$ cat src/rtl/clk_div_pkg.sv
// Shared defaults, types and helpers for the multi-channel clock divider.
// Optional feature macro: TICK_CNT_EN (per-channel tick counters on tick_cnt).
package clk_div_pkg;

    // Default geometry of the divider block.
    localparam int CLK_DIV_NUM_CH  = 4;
    localparam int CLK_DIV_CNT_W   = 10;
    localparam int CLK_DIV_DEFAULT = 750;
    localparam int CLK_DIV_TCNT_W  = 16;

    // Width of one channel's slice inside the packed div_in bus.
    localparam int CLK_DIV_SLICE_W = CLK_DIV_CNT_W;

    // What a channel does on the next clock edge.
    typedef enum logic [1:0] {
        CH_CLEAR    = 2'd0,  // disabled or sync_clr: park at cnt=0, outputs low
        CH_TERMINAL = 2'd1,  // cnt reached active_div: wrap, toggle, tick
        CH_COUNT    = 2'd2   // mid-period: increment
    } ch_step_e;

    // Divisor giving f_out from f_clk: toggle period is 2*(div+1) cycles.
    // Intended for elaboration-time constants; returns 0 for unreachable rates.
    function automatic int div_from_freq(input longint unsigned f_clk,
                                         input longint unsigned f_out);
        if (f_out == 0 || f_clk < 2 * f_out) begin
            return 0;
        end
        return int'(f_clk / (2 * f_out)) - 1;
    endfunction

endpackage

$ cat src/rtl/clk_div_ch.sv
// One divider channel: counter, pending/active divisor, 50% clock, tick strobe.
// Optional feature macro: TICK_CNT_EN adds a wrapping tick counter on tick_cnt.
module clk_div_ch
    import clk_div_pkg::*;
#(
    parameter int CNT_W       = CLK_DIV_CNT_W,
    parameter int DIV_DEFAULT = CLK_DIV_DEFAULT,
    parameter int TCNT_W      = CLK_DIV_TCNT_W
) (
    input  logic             clk,
    input  logic             rst,        // asynchronous, active low
    input  logic             en,
    input  logic [CNT_W-1:0] div_in,
    input  logic             div_load,
    input  logic             sync_clr,
    output logic             clk_out,
    output logic             tick
`ifdef TICK_CNT_EN
    ,
    output logic [TCNT_W-1:0] tick_cnt
`endif
);

    localparam logic [CNT_W-1:0] DIV_RST = CNT_W'(DIV_DEFAULT);

    logic [CNT_W-1:0] r_cnt;
    logic [CNT_W-1:0] r_active_div;
    logic [CNT_W-1:0] r_pending_div;
    logic             r_clk_out;
    logic             r_tick;

    logic [CNT_W-1:0] w_pending_eff;
    logic             w_terminal;
    ch_step_e         w_step;

    // A load strobe arriving on the same edge the divisor is adopted wins,
    // so the freshly written value takes effect for the very next period.
    assign w_pending_eff = div_load ? div_in : r_pending_div;

    // ">=" rather than "==" so a corrupted counter can never run away;
    // in normal operation the counter never passes active_div.
    assign w_terminal = (r_cnt >= r_active_div);

    // Decide the channel's next step; sync_clr outranks en, en outranks counting.
    always_comb begin
        w_step = CH_COUNT;
        if (sync_clr || !en) begin
            w_step = CH_CLEAR;
        end else if (w_terminal) begin
            w_step = CH_TERMINAL;
        end
    end

    // Pending divisor register: last div_load strobe before adoption wins.
    always_ff @(posedge clk or negedge rst) begin
        if (!rst) begin
            r_pending_div <= DIV_RST;
        end else if (div_load) begin
            r_pending_div <= div_in;
        end
    end

    // Counter, active divisor and registered outputs. The active divisor only
    // changes at a period boundary or while parked, keeping half-periods whole.
    always_ff @(posedge clk or negedge rst) begin
        if (!rst) begin
            r_cnt        <= '0;
            r_active_div <= DIV_RST;
            r_clk_out    <= 1'b0;
            r_tick       <= 1'b0;
        end else begin
            unique case (w_step)
                CH_CLEAR: begin
                    r_cnt        <= '0;
                    r_active_div <= w_pending_eff;
                    r_clk_out    <= 1'b0;
                    r_tick       <= 1'b0;
                end
                CH_TERMINAL: begin
                    r_cnt        <= '0;
                    r_active_div <= w_pending_eff;
                    r_clk_out    <= ~r_clk_out;
                    r_tick       <= 1'b1;
                end
                default: begin
                    r_cnt        <= r_cnt + 1'b1;
                    r_tick       <= 1'b0;
                end
            endcase
        end
    end

    assign clk_out = r_clk_out;
    assign tick    = r_tick;

`ifdef TICK_CNT_EN
    logic [TCNT_W-1:0] r_tick_cnt;

    // Free-running tick count: bumps on the same edge that raises tick,
    // wraps naturally, holds while disabled and clears on sync_clr.
    always_ff @(posedge clk or negedge rst) begin
        if (!rst) begin
            r_tick_cnt <= '0;
        end else if (sync_clr) begin
            r_tick_cnt <= '0;
        end else if (en && w_terminal) begin
            r_tick_cnt <= r_tick_cnt + 1'b1;
        end
    end

    assign tick_cnt = r_tick_cnt;
`endif

endmodule

$ cat src/rtl/clk_div_multi.sv
// Multi-channel clock divider: NUM_CH independent 50%-duty clocks and ticks.
// Optional feature macro: TICK_CNT_EN exposes per-channel tick counters.
module clk_div_multi
    import clk_div_pkg::*;
#(
    parameter int NUM_CH      = CLK_DIV_NUM_CH,
    parameter int CNT_W       = CLK_DIV_CNT_W,
    parameter int DIV_DEFAULT = CLK_DIV_DEFAULT,
    parameter int TCNT_W      = CLK_DIV_TCNT_W
) (
    input  logic                    clk,
    input  logic                    rst,       // asynchronous, active low
    input  logic [NUM_CH-1:0]       en,
    input  logic [NUM_CH*CNT_W-1:0] div_in,
    input  logic [NUM_CH-1:0]       div_load,
    input  logic                    sync_clr,
    output logic [NUM_CH-1:0]       clk_out,
    output logic [NUM_CH-1:0]       tick
`ifdef TICK_CNT_EN
    ,
    output logic [NUM_CH*TCNT_W-1:0] tick_cnt
`endif
);

    // Unpacked view of the divisor bus, one entry per channel.
    logic [CNT_W-1:0] w_div_slice [NUM_CH];

    generate
        for (genvar gi = 0; gi < NUM_CH; gi++) begin : g_ch
            assign w_div_slice[gi] = div_in[gi*CNT_W +: CNT_W];

            clk_div_ch #(
                .CNT_W       (CNT_W),
                .DIV_DEFAULT (DIV_DEFAULT),
                .TCNT_W      (TCNT_W)
            ) u_ch (
                .clk      (clk),
                .rst      (rst),
                .en       (en[gi]),
                .div_in   (w_div_slice[gi]),
                .div_load (div_load[gi]),
                .sync_clr (sync_clr),
                .clk_out  (clk_out[gi]),
                .tick     (tick[gi])
`ifdef TICK_CNT_EN
                ,
                .tick_cnt (tick_cnt[gi*TCNT_W +: TCNT_W])
`endif
            );
        end
    endgenerate

endmodule

$ cat config.mk
export PLATFORM = sky130hd
export DESIGN_NAME = clk_div_multi
export DESIGN_NICKNAME = d
export VERILOG_FILES = /design/src/rtl/clk_div_pkg.sv /design/src/rtl/clk_div_ch.sv /design/src/rtl/clk_div_multi.sv
export SDC_FILE = /design/constraint.sdc
export NUM_CORES = 1
export LEC_CHECK = 0
export CORE_AREA = 2 2 114 116
export CTS_CLUSTER_DIAMETER = 150
export CTS_CLUSTER_SIZE = 12
export DETAILED_ROUTE_END_ITERATION = 6
export DIE_AREA = 0 0 116 118
export GPL_TIMING_DRIVEN = 1
export PLACE_DENSITY = 0.75
export SLEW_MARGIN = 40
export SYNTH_ARGS = -nofsm -noshare
export SYNTH_HDL_FRONTEND = slang
export SYNTH_SLANG_ARGS = --single-unit
export TNS_END_PERCENT = 30
$ cat constraint.sdc
create_clock -name clk -period 2.1 [get_ports clk]
set_clock_uncertainty 0.05 [all_clocks]
set_input_delay 0.42 -clock clk [delete_from_list [all_inputs] [get_ports clk]]
set_output_delay 0.42 -clock clk [all_outputs]
set_load 0.02 [all_outputs]
# Yosys cells after proc, flatten, opt, wreduce, memory -nomap -nowiden
# Cells that the tools add are included.
[totals]
ramBits = 0
rom_bits = 0
latch_bits = 0
mem_count = 0
inputBits = 51
register_bits = 128
wordCells = 80
[op_classes]
reduce_logical = 20
eq_ne = 4
n_shift = 0
magnitude_cmp = 4
multipliers = 0
n_div = 0
muxes = 24
addsub = 4
n_bitwise = 4
[op_table]
columns = ["cell", "count"]
rows = [
  ["10-bit 2-to-1 mux", 8],
  ["10-bit by 1-bit adder with 10-bit output, second input constant", 4],
  ["10-bit >= comparator", 4],
  ["2-bit 2-to-1 mux", 8],
  ["2-bit by 1-bit == test with 1-bit output, second input constant", 4],
  ["2-bit logical NOT", 4],
  ["1-bit one-hot mux with 2 select lines", 4],
  ["2-bit nonzero test", 4],
  ["2-bit OR reduction", 4],
  ["1-bit logical NOT", 4],
  ["1-bit logical OR", 4],
  ["1-bit 2-to-1 mux", 4],
  ["1-bit inverter", 4],
]

# Depth between registers and ports, before layout
# Gate-level depths: netlist (run 1).
[logic_depth]
word_depth = 6
depth_mapped = 9
ltp_nobuf = 7

# Hierarchy
# Synthesis (run 1) repeated with hierarchy kept, for this count alone.
[unflattened]
cells_unflattened = 509
area_unflattened_um2 = 6344.8
[modules_own_cells]
columns = ["mod", "area_per_inst_um2", "cells_each", "n_inst"]
rows = [
  ["clk_div_ch (g_ch[0].u_ch ...)", 1587.8, 127, 3],
  ["clk_div_ch (g_ch[1].u_ch)", 1581.5, 128, 1],
]

# Worst setup path after synthesis (run 1)
# Ideal clock, no wire load.
[synth_path]
path_kind = "register -> register"
from = "reg g_ch[2].u_ch.r_active_div[7]"
to = "reg g_ch[2].u_ch.r_active_div[4]"
path_buffers = 1
setup_slack_ps = -98
stages_incl_launch_ff = 8
synth_period_minus_slack_ps = 2198
arrival_ps = 2023
setup_time_ps = 125
required_ps = 1925
cell_sequence = "dfstp_2 inv_1 ha_1 nand4_1 o41a_2 nand3b_1 buf_6 mux2_2"
[synth_between]
elab_chain_cells = 5
word_cells_on_any_way = 6
cone_classes = "order compare (1); eq/ne (1); mux (2); reduce/logical (2)"
[synth_rtl]
columns = ["element", "line", "text"]
rows = [
  ["start: declaration", "clk_div_ch.sv:27", "logic [CNT_W-1:0] r_active_div;"],
  ["start signal: assignment", "clk_div_ch.sv:75", "r_active_div <= w_pending_eff;"],
  ["start signal: assignment", "clk_div_ch.sv:81", "r_active_div <= w_pending_eff;"],
  ["10-bit >= comparator (*)", "clk_div_ch.sv:42", "assign w_terminal = (r_cnt >= r_active_div);"],
  ["2-bit 2-to-1 mux (*)", "clk_div_ch.sv:49", "end else if (w_terminal) begin"],
  ["2-bit 2-to-1 mux (*)", "clk_div_ch.sv:47", "if (sync_clr || !en) begin"],
  ["2-bit by 1-bit == test with 1-bit output or 2-bit logical NOT (tied branches)", "clk_div_ch.sv:72", "unique case (w_step)"],
  ["2-bit OR reduction (no line) (*)", "-", ""],
]
# Every way passes the cells marked *; elsewhere a longest branch is shown, timed or not.
# A chain may end at the register's enable or synchronous reset.

# Final worst setup path (run 1)
[layout_path]
from = "reg g_ch[2].u_ch.r_active_div[7]"
to = "reg g_ch[2].u_ch.r_active_div[0]"
# Same word-level chain as after synthesis.

==> reports/qor.json, run 1 <==
{
  "status": "finished with violations",
  "failed_checks": "setup timing",
  "finalWorstSetupSlack_ns": -0.0824,
  "grt_util_met1_pct": 24.3,
  "crit_end": "g_ch[2].u_ch.r_active_div[0]",
  "regToRegStartpoint": "g_ch[2].u_ch.r_active_div[7]",
  "report.final.hold_viol_count": 0,
  "min_delay_worst_type": "in2async",
  "grt_pass1_vias": 4340,
  "ys.warnings.count": 0,
  "avgViaCountPerCell": 4.98,
  "htreeDepth": 4,
  "final-instance-count-excl-fill": 812,
  "number_of_primary_i_o_pins": 59,
  "nNetsFinal": 723,
  "synthesis.area_sq_mm": 0.00632,
  "detailroute.via_count": 4043,
  "design_power_total_w": 0.00661,
  "p_leak_nw": 3.70,
  "place.detailed.hpwl_mm": 8.23,
  "placement.io_buffers": 58,
  "clock_tree.buffer_depth": 2,
  "numCtsBuffers": 17,
  "clk_transition_reported_paths_ns": 0.05,
  "area.growth.synth_to_final_pct": 31.2,
  "dp_cells": 771,
  "drt_first_pass_iters": 4,
  "critical_path.reg2reg.endpoint": "g_ch[2].u_ch.r_active_div[0]",
  "cp_max_fo": 3,
  "tritoncts": "done",
  "synth_async_sr_flop_share_pct": 100,
  "final_max_tran_viols": 0,
  "worst_pin_slew_ns": 0.424,
  "yosysUniqueCellTypes": 28,
  "fillerInstances": 907,
  "critPathLaunch": "g_ch[2].u_ch.r_active_div[7]",
  "cap_violations": 0,
  "ant_nets": 0,
  "detail_route.iter0.violations": 264,
  "synth_area_per_cell_sq_um": 12.2,
  "antenna_found_initial": 0,
  "floorplan.die.height_um": 118,
  "critical_path.endpoint_type": "flop",
  "total_wire_length_after_detailed_routing_mm": 12.0,
  "syn-num-nets": 612,
  "worst-endpoint-arrival_ns": 2.43,
  "fp-row-count": 41,
  "cts_root_buf": "sky130_fd_sc_hd__clkbuf_16",
  "post-synth-top-count-cell": "sky130_fd_sc_hd__dfrtp_1",
  "globalplace.congestion": 0.806,
  "timing.fmax_mhz": 458,
  "worst-endpoint-required_ns": 2.35,
  "p_per_area_mw_per_mm2": 796,
  "slew_headroom_pct": 71.5,
  "worst-r2r-cell-count": 7,
  "grt_use_met3_pct": 6.08,
  "post_synth_top_area_share_pct": 28.5,
  "synth_top_cells_by_count": "sky130_fd_sc_hd__dfrtp_1 (72), sky130_fd_sc_hd__nor2_1 (57), sky130_fd_sc_hd__dfstp_2 (56)",
  "core_area_sq_mm": 0.0124,
  "finalSetupViolations": 31,
  "final.period_utilization_pct": 104,
  "grt_use_total_pct": 19.5,
  "die_width_um": 116,
  "synth_edf_count": 0,
  "critPathKind": "reg2reg",
  "post_route_cells_drive_above_1_share_pct": 40.2,
  "worst-r2r-setup-slack_ns": -0.08,
  "cts.sink_count": 128,
  "clock_latency_ns": 0.42,
  "grt_start_max_net_pins": 37,
  "max-vdd-ir-drop_mv": 0.593,
  "drt_drc_violations_left": 0,
  "period_needed_ns": 2.18,
  "synth_top_cells_by_area": "sky130_fd_sc_hd__dfrtp_1 (28%), sky130_fd_sc_hd__dfstp_2 (23%), sky130_fd_sc_hd__mux2_2 (9.4%)",
  "grt_pass1_wl_mm": 20.6,
  "route.detailed.wl_per_inst_um": 14.8,
  "rsz0062_at_grt": "yes",
  "synthCells": 517,
  "synth-seq-cells": 128,
  "crit_path_start_kind": "flop",
  "synth_top_flop_cell": "sky130_fd_sc_hd__dfrtp_1",
  "fp.dieArea_sq_mm": 0.0137,
  "synth_area_leader_cell": "sky130_fd_sc_hd__dfrtp_1",
  "post-place-ws_ns": -0.114,
  "floorplan.initialDensity_pct": 50.9,
  "ys_seq_area_share_pct": 51.8,
  "total_gr_overflow": 0,
  "grt_util_met2_pct": 32.6,
  "grt.busiest_layer": "met2",
  "insertedDiodeCount": 0
}
state kept, by name, indices dropped and copies added, names as in the netlist:
register,flops
g_ch.u_ch.r_cnt,40
g_ch.u_ch.r_pending_div,40
g_ch.u_ch.tick,4
g_ch.u_ch.r_active_div,40
g_ch.u_ch.clk_out,4
timing repair:
item | 4_1_cts | 5_1_grt
pin swaps | 18 | 10
setup endpoints to repair | 54 | 60
buffers inserted | 6 | 1
hold endpoints to repair | 20 | 0
cloned | 2 | 0
gates resized for setup | 33 | 11
hold buffers | 1 | 0
how the worst min path moves through the flow:
| stage | from | end | slack, ns | cells after the start |
|---|---|---|---|---|
| floorplan | rst | g_ch[0].u_ch.clk_out | 0.07 | 0 |
| global placement | rst | g_ch[2].u_ch.r_active_div[4] | 0.33 | 1 |
| detailed placement | rst | g_ch[2].u_ch.r_active_div[8] | 0.33 | 1 |
| CTS | rst | g_ch[2].u_ch.r_active_div[8] | 0.43 | 2 |
| global route | g_ch[0].u_ch.r_pending_div[4] | g_ch[0].u_ch.r_pending_div[4] | 0.46 | 1 |
| finish | rst | g_ch[3].u_ch.clk_out | 0.44 | 2 |
layout by cell type, fill, tap and decap left out, drive strengths merged:
cell type / netlist / routed
and3: 1 / 1
ha: 44 / 44
o21a: 1 / 1
a21o: 7 / 7
nand2: 10 / 10
buf: 16 / 54
nor4: 4 / 4
inv: 51 / 51
xnor2: 20 / 20
clkinv: 0 / 3
a211oi: 6 / 6
nand3b: 4 / 4
a211o: 1 / 1
a21oi: 18 / 18
bufinv: 0 / 2
nand4: 10 / 10
nor2: 57 / 57
dfrtp: 72 / 72
dlygate4sd3: 0 / 1
o21ai: 7 / 7
clkdlybuf4s50: 0 / 57
nand3: 23 / 23
mux2: 80 / 80
o41a: 1 / 1
nand2b: 12 / 12
clkbuf: 4 / 26
xor2: 12 / 12
dfstp: 56 / 56
cell type report:
class                           instances  area [sq um]  area share, %
Sequential cell                       128          3270           39.5
Multi-Input combinational cell        318          2940           35.4
Timing Repair Buffer                  112          1090           13.1
Clock buffer                           26           519           6.26
Tap cell                              172           215           2.59
Inverter                               51           191           2.31
Clock inverter                          5          75.1          0.905
cells by family (layout without fill, tap and decap cells):
kind of cell    after synthesis  count (layout)  share of synthesized area [%]
buf+inv                      71             194                           5.58
xor+xnor                     32              32                           4.43
mux                          80              80                           15.8
simple gates                121             121                           9.12
fa+ha+maj                    44              44                           8.70
flops                       128             128                           51.8
compound gates               41              41                           4.57
power by group:
group	internal (W)	total, W	switching, W	leakage, nW
clock network	0.00192	0.00294	0.00102	0.296
logic	0.000468	0.000821	0.000354	1.86
registers	0.00275	0.00285	0.0000946	1.54
metal layers:
layer	share of wire [%]	wire length, um
met5	0	0
met2	52	6250
met3	3.6	438
met1	44	5270
met4	0.58	70
metrics by stage:
stage / TNS, ns / instance area [sq um] / util (%) / hold slack (ns)
finish: -0.948 / 8300 / 66.8 / 0.437
global route: -5.08 / 8300 / 66.8 / 0.462
CTS: -1.59 / 8230 / 66.3 / 0.430
detailed placement: -2.65 / 7340 / 59.2 / 0.334
global placement: -0.288 / 7340 / 59.2 / 0.329
floorplan: -0.0625 / 6330 / - / 0.0744
critical path, stage by stage, from the launching register on:
cell and delay, ns:
sky130_fd_sc_hd__dfstp_2 0.54, sky130_fd_sc_hd__inv_2 0.04, sky130_fd_sc_hd__ha_4 0.26, sky130_fd_sc_hd__nand4_1 0.10, sky130_fd_sc_hd__o41a_2 0.46, sky130_fd_sc_hd__nand3b_1 0.14
sky130_fd_sc_hd__buf_4 0.15, sky130_fd_sc_hd__mux2_2 0.32
No activity file was read; power rests on OpenSTA's default activity.
==> run 2, diff against run 1 <==
--- a/config.mk
+++ b/config.mk
@@ -11,6 +11,7 @@
 export DETAILED_ROUTE_END_ITERATION = 6
 export DIE_AREA = 0 0 116 118
 export GPL_TIMING_DRIVEN = 1
+export MAX_ROUTING_LAYER = met4
 export PLACE_DENSITY = 0.75
 export SLEW_MARGIN = 40
 export SYNTH_ARGS = -nofsm -noshare
==> run 2 against run 1 <==
  * Register-to-register slack barely moved
  * Final cell count unchanged
  * Non-clock buffer count is the same
  * Critical path type unchanged
  * The run still ends with setup timing left
  * Sequential power hardly changed
  * First-iteration DRC count decreased by 4.2%
  * Combinational power about the same
==> reports/qor.json, run 2 (same netlist as run 1, synthesis figures left out) <==
{
  "status": "finished with violations",
  "failed_checks": "setup timing",
  "core_area": {"value": 0.0124, "unit": "sq mm", "change": "unchanged"},
  "detail_route.iter0.violations": {"value": 253, "change": "-4.2%"},
  "worst-endpoint-arrival": {"value": 2.43, "unit": "ns", "change": "about the same"},
  "cts_root_buf": "sky130_fd_sc_hd__clkbuf_16",
  "top_signal_layer_used": "met4",
  "period_needed": {"value": 2.18, "unit": "ns", "change": "-0.000472 ns"},
  "min_delay_worst_type": "in2async",
  "antenna_found_initial": {"value": 0, "change": "unchanged"},
  "critical_path.endpoint_type": "flop",
  "grt_pass1_wl": {"value": 20.6, "unit": "mm", "change": "about the same"},
  "detailroute.wirelength.met2": {"value": 6.18, "unit": "mm", "change": "-1.2%"},
  "number_of_primary_i_o_pins": {"value": 59, "change": "unchanged"},
  "total_wire_length_after_detailed_routing": {"value": 12.0, "unit": "mm", "change": "+0.14%"},
  "tritoncts": "done",
  "total_gr_overflow": {"value": 0, "change": "unchanged"},
  "layout_common_cells": "sky130_fd_sc_hd__dfrtp_1 (72), sky130_fd_sc_hd__clkdlybuf4s50_1 (57), sky130_fd_sc_hd__dfstp_2 (56)",
  "numCtsBuffers": {"value": 17, "change": "unchanged"},
  "area.growth.synth_to_final": {"value": 31.2, "unit": "%", "change": "unchanged"},
  "clk_transition_reported_paths": {"value": 0.05, "unit": "ns", "change": "about the same"},
  "dpl-instance-area": {"value": 0.00734, "unit": "sq mm", "change": "unchanged"},
  "slew_headroom": {"value": 72.5, "unit": "%", "change": "+0.95 points"},
  "fp.dieArea": {"value": 0.0137, "unit": "sq mm", "change": "unchanged"},
  "drt_first_pass_iters": {"value": 4, "change": "unchanged"},
  "floorplan.die.height": {"value": 118, "unit": "um", "change": "unchanged"},
  "crit_path_start_kind": "flop",
  "wire_length_on_met1": {"value": 5.25, "unit": "mm", "change": "-0.34%"},
  "p_per_area": {"value": 797, "unit": "mW/mm^2", "change": "about the same"},
  "cp_max_fo": {"value": 3, "change": "unchanged"},
  "finalSetupViolations": {"value": 31, "change": "unchanged"},
  "rsz0062_at_grt": "yes",
  "critPathKind": "reg2reg",
  "timing.setup.tns": {"value": -0.941, "unit": "ns", "change": "+0.00636 ns"},
  "report.final.hold_viol_count": {"value": 0, "change": "unchanged"},
  "worst-r2r-cell-count": {"value": 7, "change": "unchanged"},
  "design_power_total": {"value": 0.00661, "unit": "W", "change": "about the same"},
  "final-seq-area": {"value": 0.00327, "unit": "sq mm", "change": "unchanged"},
  "detailed_routed_wire_length_on_met3": {"value": 467, "unit": "um", "change": "+6.6%"},
  "max-vdd-ir-drop": {"value": 0.591, "unit": "mV", "change": "-0.33%"},
  "fillerInstances": {"value": 907, "change": "unchanged"},
  "globalplace.congestion": {"value": 0.818, "change": "+1.5%"},
  "nNetsFinal": {"value": 723, "change": "unchanged"},
  "grt_use_total": {"value": 20.0, "unit": "%", "change": "+0.51 points"},
  "final_max_tran_viols": {"value": 0, "change": "unchanged"},
  "htreeDepth": {"value": 4, "change": "unchanged"},
  "p_leak": {"value": 3.70, "unit": "nW", "change": "unchanged"},
  "worst-endpoint-required": {"value": 2.35, "unit": "ns", "change": "about the same"},
  "post-place-ws": {"value": -0.114, "unit": "ns", "change": "unchanged"},
  "regToRegStartpoint": "g_ch[2].u_ch.r_active_div[7]",
  "critical_path.reg2reg.endpoint": "g_ch[2].u_ch.r_active_div[0]",
  "avgViaCountPerCell": {"value": 5.00, "change": "+0.32%"},
  "fp-row-count": {"value": 41, "change": "unchanged"},
  "multi_input_comb_area": {"value": 0.00294, "unit": "sq mm", "change": "unchanged"},
  "place.detailed.hpwl": {"value": 8.23, "unit": "mm", "change": "unchanged"},
  "detailroute.via_count": {"value": 4056, "change": "+0.32%"},
  "timing.fmax": {"value": 458, "unit": "MHz", "change": "about the same"},
  "cap_violations": {"value": 0, "change": "unchanged"},
  "largest_registers": "g_ch.u_ch.r_active_div (40), g_ch.u_ch.r_cnt (40), g_ch.u_ch.r_pending_div (40)",
  "worst_pin_slew": {"value": 0.409, "unit": "ns", "change": "-0.0141 ns"},
  "final.period_utilization": {"value": 104, "unit": "%", "change": "about the same"},
  "grt_start_max_net_pins": {"value": 37, "change": "unchanged"},
  "clock_tree.buffer_depth": {"value": 2, "change": "unchanged"},
  "clock_latency": {"value": 0.42, "unit": "ns", "change": "about the same"},
  "insertedDiodeCount": {"value": 0, "change": "unchanged"},
  "finalWorstSetupSlack": {"value": -0.0820, "unit": "ns", "change": "+0.000472 ns"},
  "route.detailed.wl_per_inst": {"value": 14.8, "unit": "um", "change": "+0.14%"},
  "fin_area": {"value": 0.00830, "unit": "sq mm", "change": "unchanged"},
  "post_route_cells_drive_above_1_share": {"value": 40.2, "unit": "%", "change": "unchanged"},
  "ant_nets": {"value": 0, "change": "unchanged"},
  "cts.sink_count": {"value": 128, "change": "unchanged"},
  "floorplan.initialDensity": {"value": 50.9, "unit": "%", "change": "unchanged"},
  "worst-r2r-setup-slack": {"value": -0.08, "unit": "ns", "change": "about the same"},
  "layout.cells.most_common": "sky130_fd_sc_hd__dfrtp_1",
  "placement.io_buffers": {"value": 58, "change": "unchanged"},
  "die_width": {"value": 116, "unit": "um", "change": "unchanged"},
  "drt_drc_violations_left": {"value": 0, "change": "unchanged"},
  "grt_pass1_vias": {"value": 4346, "change": "+0.14%"}
}
==> run 2: cell counts in the layout (fill, tap and decap cells not counted) <==
Identical to the previous run, type by type.
==> run 2: metal layers <==
layer | up-vias | track usage (%)
met2 | 64 | 32.6
met3 | 17 | 5.46
li1 | 1958 | -
met1 | 2017 | 24.3
met5 | - | -
met4 | 0 | 6.18
==> run 2: layout make-up <==
type | instances | share of cell area, %
Sequential cell | 128 | 39.5
Tap cell | 172 | 2.59
Clock buffer | 26 | 6.26
Multi-Input combinational cell | 318 | 35.4
Timing Repair Buffer | 112 | 13.1
Clock inverter | 5 | 0.905
Inverter | 51 | 2.31
==> run 2: worst max-delay path, cell delays in order (launching register included) <==
cell and delay [ns]:
sky130_fd_sc_hd__dfstp_2 0.54, sky130_fd_sc_hd__inv_2 0.04, sky130_fd_sc_hd__ha_4 0.26, sky130_fd_sc_hd__nand4_1 0.10
sky130_fd_sc_hd__o41a_2 0.46, sky130_fd_sc_hd__nand3b_1 0.14, sky130_fd_sc_hd__buf_4 0.15, sky130_fd_sc_hd__mux2_2 0.32
==> run 2: power by group <==
part | switching [W] | internal, W | leakage, nW
Sequential | 0.0000947 | 0.00275 | 1.54
Combinational | 0.000354 | 0.000468 | 1.86
Clock | 0.00102 | 0.00192 | 0.296
==> run 2: per-stage QoR <==
step | hold WS (ns) | util (%) | instances
global placement | 0.329 | 59.2 | 771
floorplan | 0.0744 | - | 517
CTS | 0.430 | 66.3 | 811
detailed placement | 0.334 | 59.2 | 771
global route | 0.462 | 66.8 | 812
finish | 0.436 | 66.8 | 812
==> run 2: worst max path at each step <==
| stage | start | end | slack [ns] | cells after the start |
|---|---|---|---|---|
| after global placement | g_ch[2].u_ch.r_active_div[9] | g_ch[2].u_ch.r_active_div[8] | -0.03 | 7 |
| after detailed placement | g_ch[0].u_ch.r_active_div[7] | g_ch[0].u_ch.r_active_div[8] | -0.11 | 8 |
| after floorplan | g_ch[2].u_ch.r_active_div[9] | g_ch[2].u_ch.r_active_div[4] | -0.009 | 7 |
| after CTS | g_ch[2].u_ch.r_active_div[7] | g_ch[2].u_ch.r_active_div[8] | -0.11 | 7 |
| after global routing | g_ch[2].u_ch.r_active_div[7] | g_ch[2].u_ch.r_active_div[8] | -0.16 | 7 |
| final | g_ch[2].u_ch.r_active_div[7] | g_ch[2].u_ch.r_active_div[0] | -0.08 | 7 |
==> run 2: repair_timing <==
| item | CTS | global route |
|---|---|---|
| setup endpoints to repair | 54 | 60 |
| buffers inserted | 6 | 1 |
| hold buffers | 1 | 0 |
| resized for setup | 33 | 11 |
| cloned | 2 | 0 |
| hold endpoints to repair | 20 | 0 |
| pin swaps | 18 | 10 |
==> run 3, diff against run 2 <==
--- a/config.mk
+++ b/config.mk
@@ -5,6 +5,7 @@
 export SDC_FILE = /design/constraint.sdc
 export NUM_CORES = 1
 export LEC_CHECK = 0
+export ABC_CLOCK_PERIOD_IN_PS = 2100
 export CORE_AREA = 2 2 114 116
 export CTS_CLUSTER_DIAMETER = 150
 export CTS_CLUSTER_SIZE = 12
==> results of run 3 <==
Same layout as run 2: the final DEF is identical, and so are final timing and power.
